===== src/rtl/log_lut_pkg.sv =====
// Shared widths, index/value types and search FSM encoding for the log-table
// inverse lookup.
package log_lut_pkg;
    localparam int U_WID        = 6;
    localparam int X_WID        = 16;
    localparam int NUM_SEGMENTS = 1 << U_WID;
    localparam int BIT_WID      = $clog2(U_WID + 1);

    typedef logic [U_WID-1:0]   lut_idx_t;
    typedef logic [X_WID-1:0]   lut_val_t;
    typedef logic [BIT_WID-1:0] bit_cnt_t;

    typedef enum logic [1:0] {IDLE, WAIT, CMP, DONE} search_state_t;

    // bit counter value U_WID marks the saturation probe of table[0]
    localparam bit_cnt_t FIRST_PROBE = bit_cnt_t'(U_WID);
    localparam lut_idx_t MSB_MASK    = lut_idx_t'(1) << (U_WID - 1);
endpackage


===== src/rtl/log_lut_inverse.sv =====
// MSB-first binary search over the external registered log ROM: returns the
// largest index whose table entry is >= x, or a saturation flag.
module log_lut_inverse
    import log_lut_pkg::*;
(
    input  logic     clk,
    input  logic     rst_n,
    input  lut_val_t x_i,
    input  logic     x_valid_i,
    output logic     x_ready_o,
    output lut_idx_t u_o,
    output logic     sat_o,
    output logic     u_valid_o,
    input  logic     u_ready_i,
    output lut_idx_t rom_addr_o,
    input  lut_val_t rom_data_i
);
    search_state_t state;
    lut_val_t      x_reg;
    lut_idx_t      acc_reg;
    bit_cnt_t      bit_reg;

    logic     probe_ge;
    lut_idx_t acc_next;

    always_comb begin
        probe_ge = (rom_data_i >= x_reg);
        acc_next = acc_reg | (lut_idx_t'(probe_ge) << bit_reg);
    end

    assign x_ready_o = (state == IDLE) && rst_n;

    always_ff @(posedge clk) begin
        if (!rst_n) begin
            state      <= IDLE;
            x_reg      <= '0;
            acc_reg    <= '0;
            bit_reg    <= '0;
            u_o        <= '0;
            sat_o      <= 1'b0;
            u_valid_o  <= 1'b0;
            rom_addr_o <= '0;
        end else begin
            case (state)
                IDLE: begin
                    if (x_valid_i) begin
                        x_reg      <= x_i;
                        acc_reg    <= '0;
                        bit_reg    <= FIRST_PROBE;
                        rom_addr_o <= '0;
                        sat_o      <= 1'b0;
                        state      <= WAIT;
                    end
                end
                WAIT: state <= CMP;
                CMP: begin
                    if (bit_reg == FIRST_PROBE) begin
                        // table[0] below x: nothing in the table reaches x
                        if (!probe_ge) begin
                            u_o       <= '0;
                            sat_o     <= 1'b1;
                            u_valid_o <= 1'b1;
                            state     <= DONE;
                        end else begin
                            bit_reg    <= bit_cnt_t'(U_WID - 1);
                            rom_addr_o <= acc_reg | MSB_MASK;
                            state      <= WAIT;
                        end
                    end else begin
                        acc_reg <= acc_next;
                        if (bit_reg == '0) begin
                            u_o       <= acc_next;
                            sat_o     <= 1'b0;
                            u_valid_o <= 1'b1;
                            state     <= DONE;
                        end else begin
                            bit_reg    <= bit_reg - 1'b1;
                            rom_addr_o <= acc_next | (lut_idx_t'(1) << (bit_reg - 1'b1));
                            state      <= WAIT;
                        end
                    end
                end
                DONE: begin
                    if (u_ready_i) begin
                        u_valid_o <= 1'b0;
                        state     <= IDLE;
                    end
                end
                default: state <= IDLE;
            endcase
        end
    end
endmodule

===== config.mk =====
export PLATFORM = sky130hd
export DESIGN_NAME = log_lut_inverse
export DESIGN_NICKNAME = d
export VERILOG_FILES = /design/src/rtl/log_lut_pkg.sv /design/src/rtl/log_lut_inverse.sv
export SDC_FILE = /design/constraint.sdc
export NUM_CORES = 1
export LEC_CHECK = 0
export ABC_CLOCK_PERIOD_IN_PS = 5260
export CAP_MARGIN = 20
export CORE_MARGIN = 2
export CORE_UTILIZATION = 30
export DETAILED_ROUTE_END_ITERATION = 8
export PLACE_DENSITY = 0.63
export REMOVE_ABC_BUFFERS = 1
export SYNTH_ARGS = -nofsm -noshare
export SYNTH_HDL_FRONTEND = slang
export SYNTH_SLANG_ARGS = --single-unit

===== constraint.sdc =====
create_clock -name clk -period 5.26 [get_ports clk]
set_input_delay 0.526 -clock clk [delete_from_list [all_inputs] [get_ports clk]]
set_output_delay 0.526 -clock clk [all_outputs]
set_load 0.02 [all_outputs]

==> results by group <==
Placement
  • Area after DPL: 2840 µm²
  • Post-DP HPWL: 3980 µm
  • Placer congestion estimate: 0.864
  • PortBufs: 50

Clocking
  • Worst-Skew Late Latency: 290 ps
  • CTS H-tree depth: 2
  • Hold_buf cts: 0
  • Reg clk slew, reported paths: 80 ps
  • TritonCTS buffer count: 5
  • CTS Root Cell: clkbuf_8
  • Sink Count: 41
  • Post-CTS Setup Bufs: 0
  • Resize count post-CTS: 0
  • CTS tree: yes
  • Clk buf depth: 2

Setup path
  • Worst EP arrival: 2930 ps
  • Crit path to: u_o[0]$_SDFFE_PN0P_
  • FF-to-FF Start: x_reg[0]$_SDFFE_PN0P_
  • Flop2flop setup slack: 2950 ps
  • WS Path Type: in -> reg
  • CP Max Fanout: 12
  • Required time worst endpoint: 5440 ps
  • Worst setup EP type: register
  • Worst setup startpoint: rom_data_i[0]
  • Crit path launch type: input pin
  • Reg-to-reg endpoint: u_o[0]$_SDFFE_PN0P_
  • Reg2Reg Depth: 7

Floorplan
  • Num rows: 31
  • Ports: 51
  • Die Width: 90.9 µm
  • Die area: 8260 µm²
  • Starting density of the core: 0.311
  • Core Region: 7290 µm²
  • Die Y: 90.9 µm

Global route
  • Met1 Usage GRT: 0.170
  • GR Layer Usage met3: 0.0351
  • Met2 Track Usage GR: 0.211
  • Grt peak-use layer: met2
  • Largest net degree at the start of global routing: 37
  • Initial antenna violation count: 0
  • Global-route wire length before repair: 8760 µm
  • Vias in the first global route: 1844
  • GRT Total Usage: 0.130
  • Gr ovfl total: 0

STA
  • Final Hold Viols: 0
  • Final period utilization: 0.522
  • Fmax: 0.364 GHz
  • RSZ-0062 raised after global routing: false
  • Tightest Pin Transition: 784 ps
  • Hold slack: 465 ps
  • Setup Skew: 8.69 ps
  • # setup viols final: 0
  • Setup TNS: 0 ps
  • Max Transition Viols Final: 0
  • Fin crit period: 2740 ps
  • Worst slew margin: 0.476

Drt
  • DR pass1 iterations: 4
  • Vias/cell: 4.81
  • Post-DRT Antenna Nets: 0
  • Final Routed Wirelength: 5230 µm
  • WL/cell: 12.5 µm
  • Vias: 2005
  • DRC viols: 0
  • Initial DRC count: 73

Cells and area
  • Finished Cell Area: 2930 µm²
  • Ratio of cells with drive above 1 in the final layout: 0.0535
  • Most frequent cells in the layout: 53 x nand2_1, 50 x clkdlybuf4s50_1, 41 x dfxtp_1
  • Layout area overhead: 29.2%
  • Max reg flops: 16
  • Antenna diodes: 0
  • Commonest non-fill, non-tap cell in the layout: nand2_1
  • Fin nets: 374

Synth
  • Yosys top cell area share: 0.362
  • Mapped Cells: 271
  • Main area contributors after synthesis: dfxtp_1 36%, ha_1 12%, nand2_1 8.8%
  • Post-synth EDFFs: 0
  • Yosys warning count: 0
  • Avg Inst Size Synth: 8.36 µm²
  • Synth area leader: dfxtp_1
  • Flops & latches, synth: 41
  • Ys flop type: dfxtp_1
  • Ys async rst share: 0
  • Post-Syn Area: 2270 µm²
  • Seq/Total Area, Yosys: 0.362
  • Count of cell types in the netlist: 41

Worst hold path
  • Hold depth: 2
  • Hold WC Path Type: reg -> reg

Power and ir drop
  • Power density cells: 256 nW/µm²
  • Total power: 0.000749 W
  • Max IR drop VDD: 113 µV
  • Pleak: 1.10 nW

Status
  • Status: complete, no violations

Run
  • Maxcap violations: 0
[logic make-up (layout without fill, tap and decap cells)]
logic type,Yosys count,after routing,synth area share
buf+inv,34,81,0.0613
flops,41,41,0.362
xor+xnor,1,1,0.00387
fa+ha+maj,21,21,0.116
simple gates,91,91,0.185
compound gates,83,83,0.272
[how the worst min path moves through the flow]
stage / start / end
after floorplan: x_reg[10]$_SDFFE_PN0P_ / x_reg[10]$_SDFFE_PN0P_
after global placement: x_reg[6]$_SDFFE_PN0P_ / x_reg[6]$_SDFFE_PN0P_
after detailed placement: x_reg[2]$_SDFFE_PN0P_ / x_reg[2]$_SDFFE_PN0P_
after CTS: x_reg[2]$_SDFFE_PN0P_ / x_reg[2]$_SDFFE_PN0P_
after global routing: x_reg[13]$_SDFFE_PN0P_ / x_reg[13]$_SDFFE_PN0P_
final: x_reg[2]$_SDFFE_PN0P_ / x_reg[2]$_SDFFE_PN0P_
[where the power goes]
group / total [W] / internal, W / switching [W]
registers: 0.000347 / 0.000328 / 0.0000190
clock network: 0.000202 / 0.0000916 / 0.000111
logic: 0.000200 / 0.0000887 / 0.000111
[Yosys cell counts, types with 2 or more instances]
cell type	number
a22o_1	6
nand4_1	5
inv_1	22
o21ai_0	10
nand2b_1	3
nand3_1	5
nor2b_1	6
o2bb2ai_1	2
dfxtp_1	41
nand2_1	53
ha_1	21
a22oi_1	2
o31ai_1	2
nor3_1	5
and2_1	5
a21boi_0	20
a32o_1	2
a22o_2	2
nor2_1	6
a221o_1	3
a21oi_1	18
o21bai_1	2
clkbuf_1	9
a31oi_1	4
[worst max-delay path, cell delays in order]
cell             delay [ps]
clkdlybuf4s50_1         460
inv_1                    40
ha_1                    280
nand2b_4                130
a2111o_1                410
a31oi_2                 270
and2_4                  290
a31oi_4                 140
a221o_1                 390
[layer usage]
layer	routed length [µm]	vias up
li1	-	1047
met1	2540	907
met2	2360	44
met3	260	7
met4	59	0
met5	0	-
[final cells by class]
| cell class | instances | area (µm²) |
|---|---|---|
| clock buffer | 5 | 68.8 |
| clock inverter | 3 | 17.5 |
| fill | 772 | 4360 |
| inverter | 22 | 82.6 |
| multi-input combinational | 196 | 1310 |
| sequential | 41 | 821 |
| tap | 99 | 124 |
| timing repair buffer | 51 | 508 |
[stage by stage]
step                setup slack (ps)  cells  utilization
floorplan                       2850    259            -
global placement                2250    409        0.390
finish                          2520    417        0.402
CTS                             2530    417        0.402
global route                    2400    417        0.402
detailed placement              2230    409        0.390
Power figures use the tool's default switching activity.
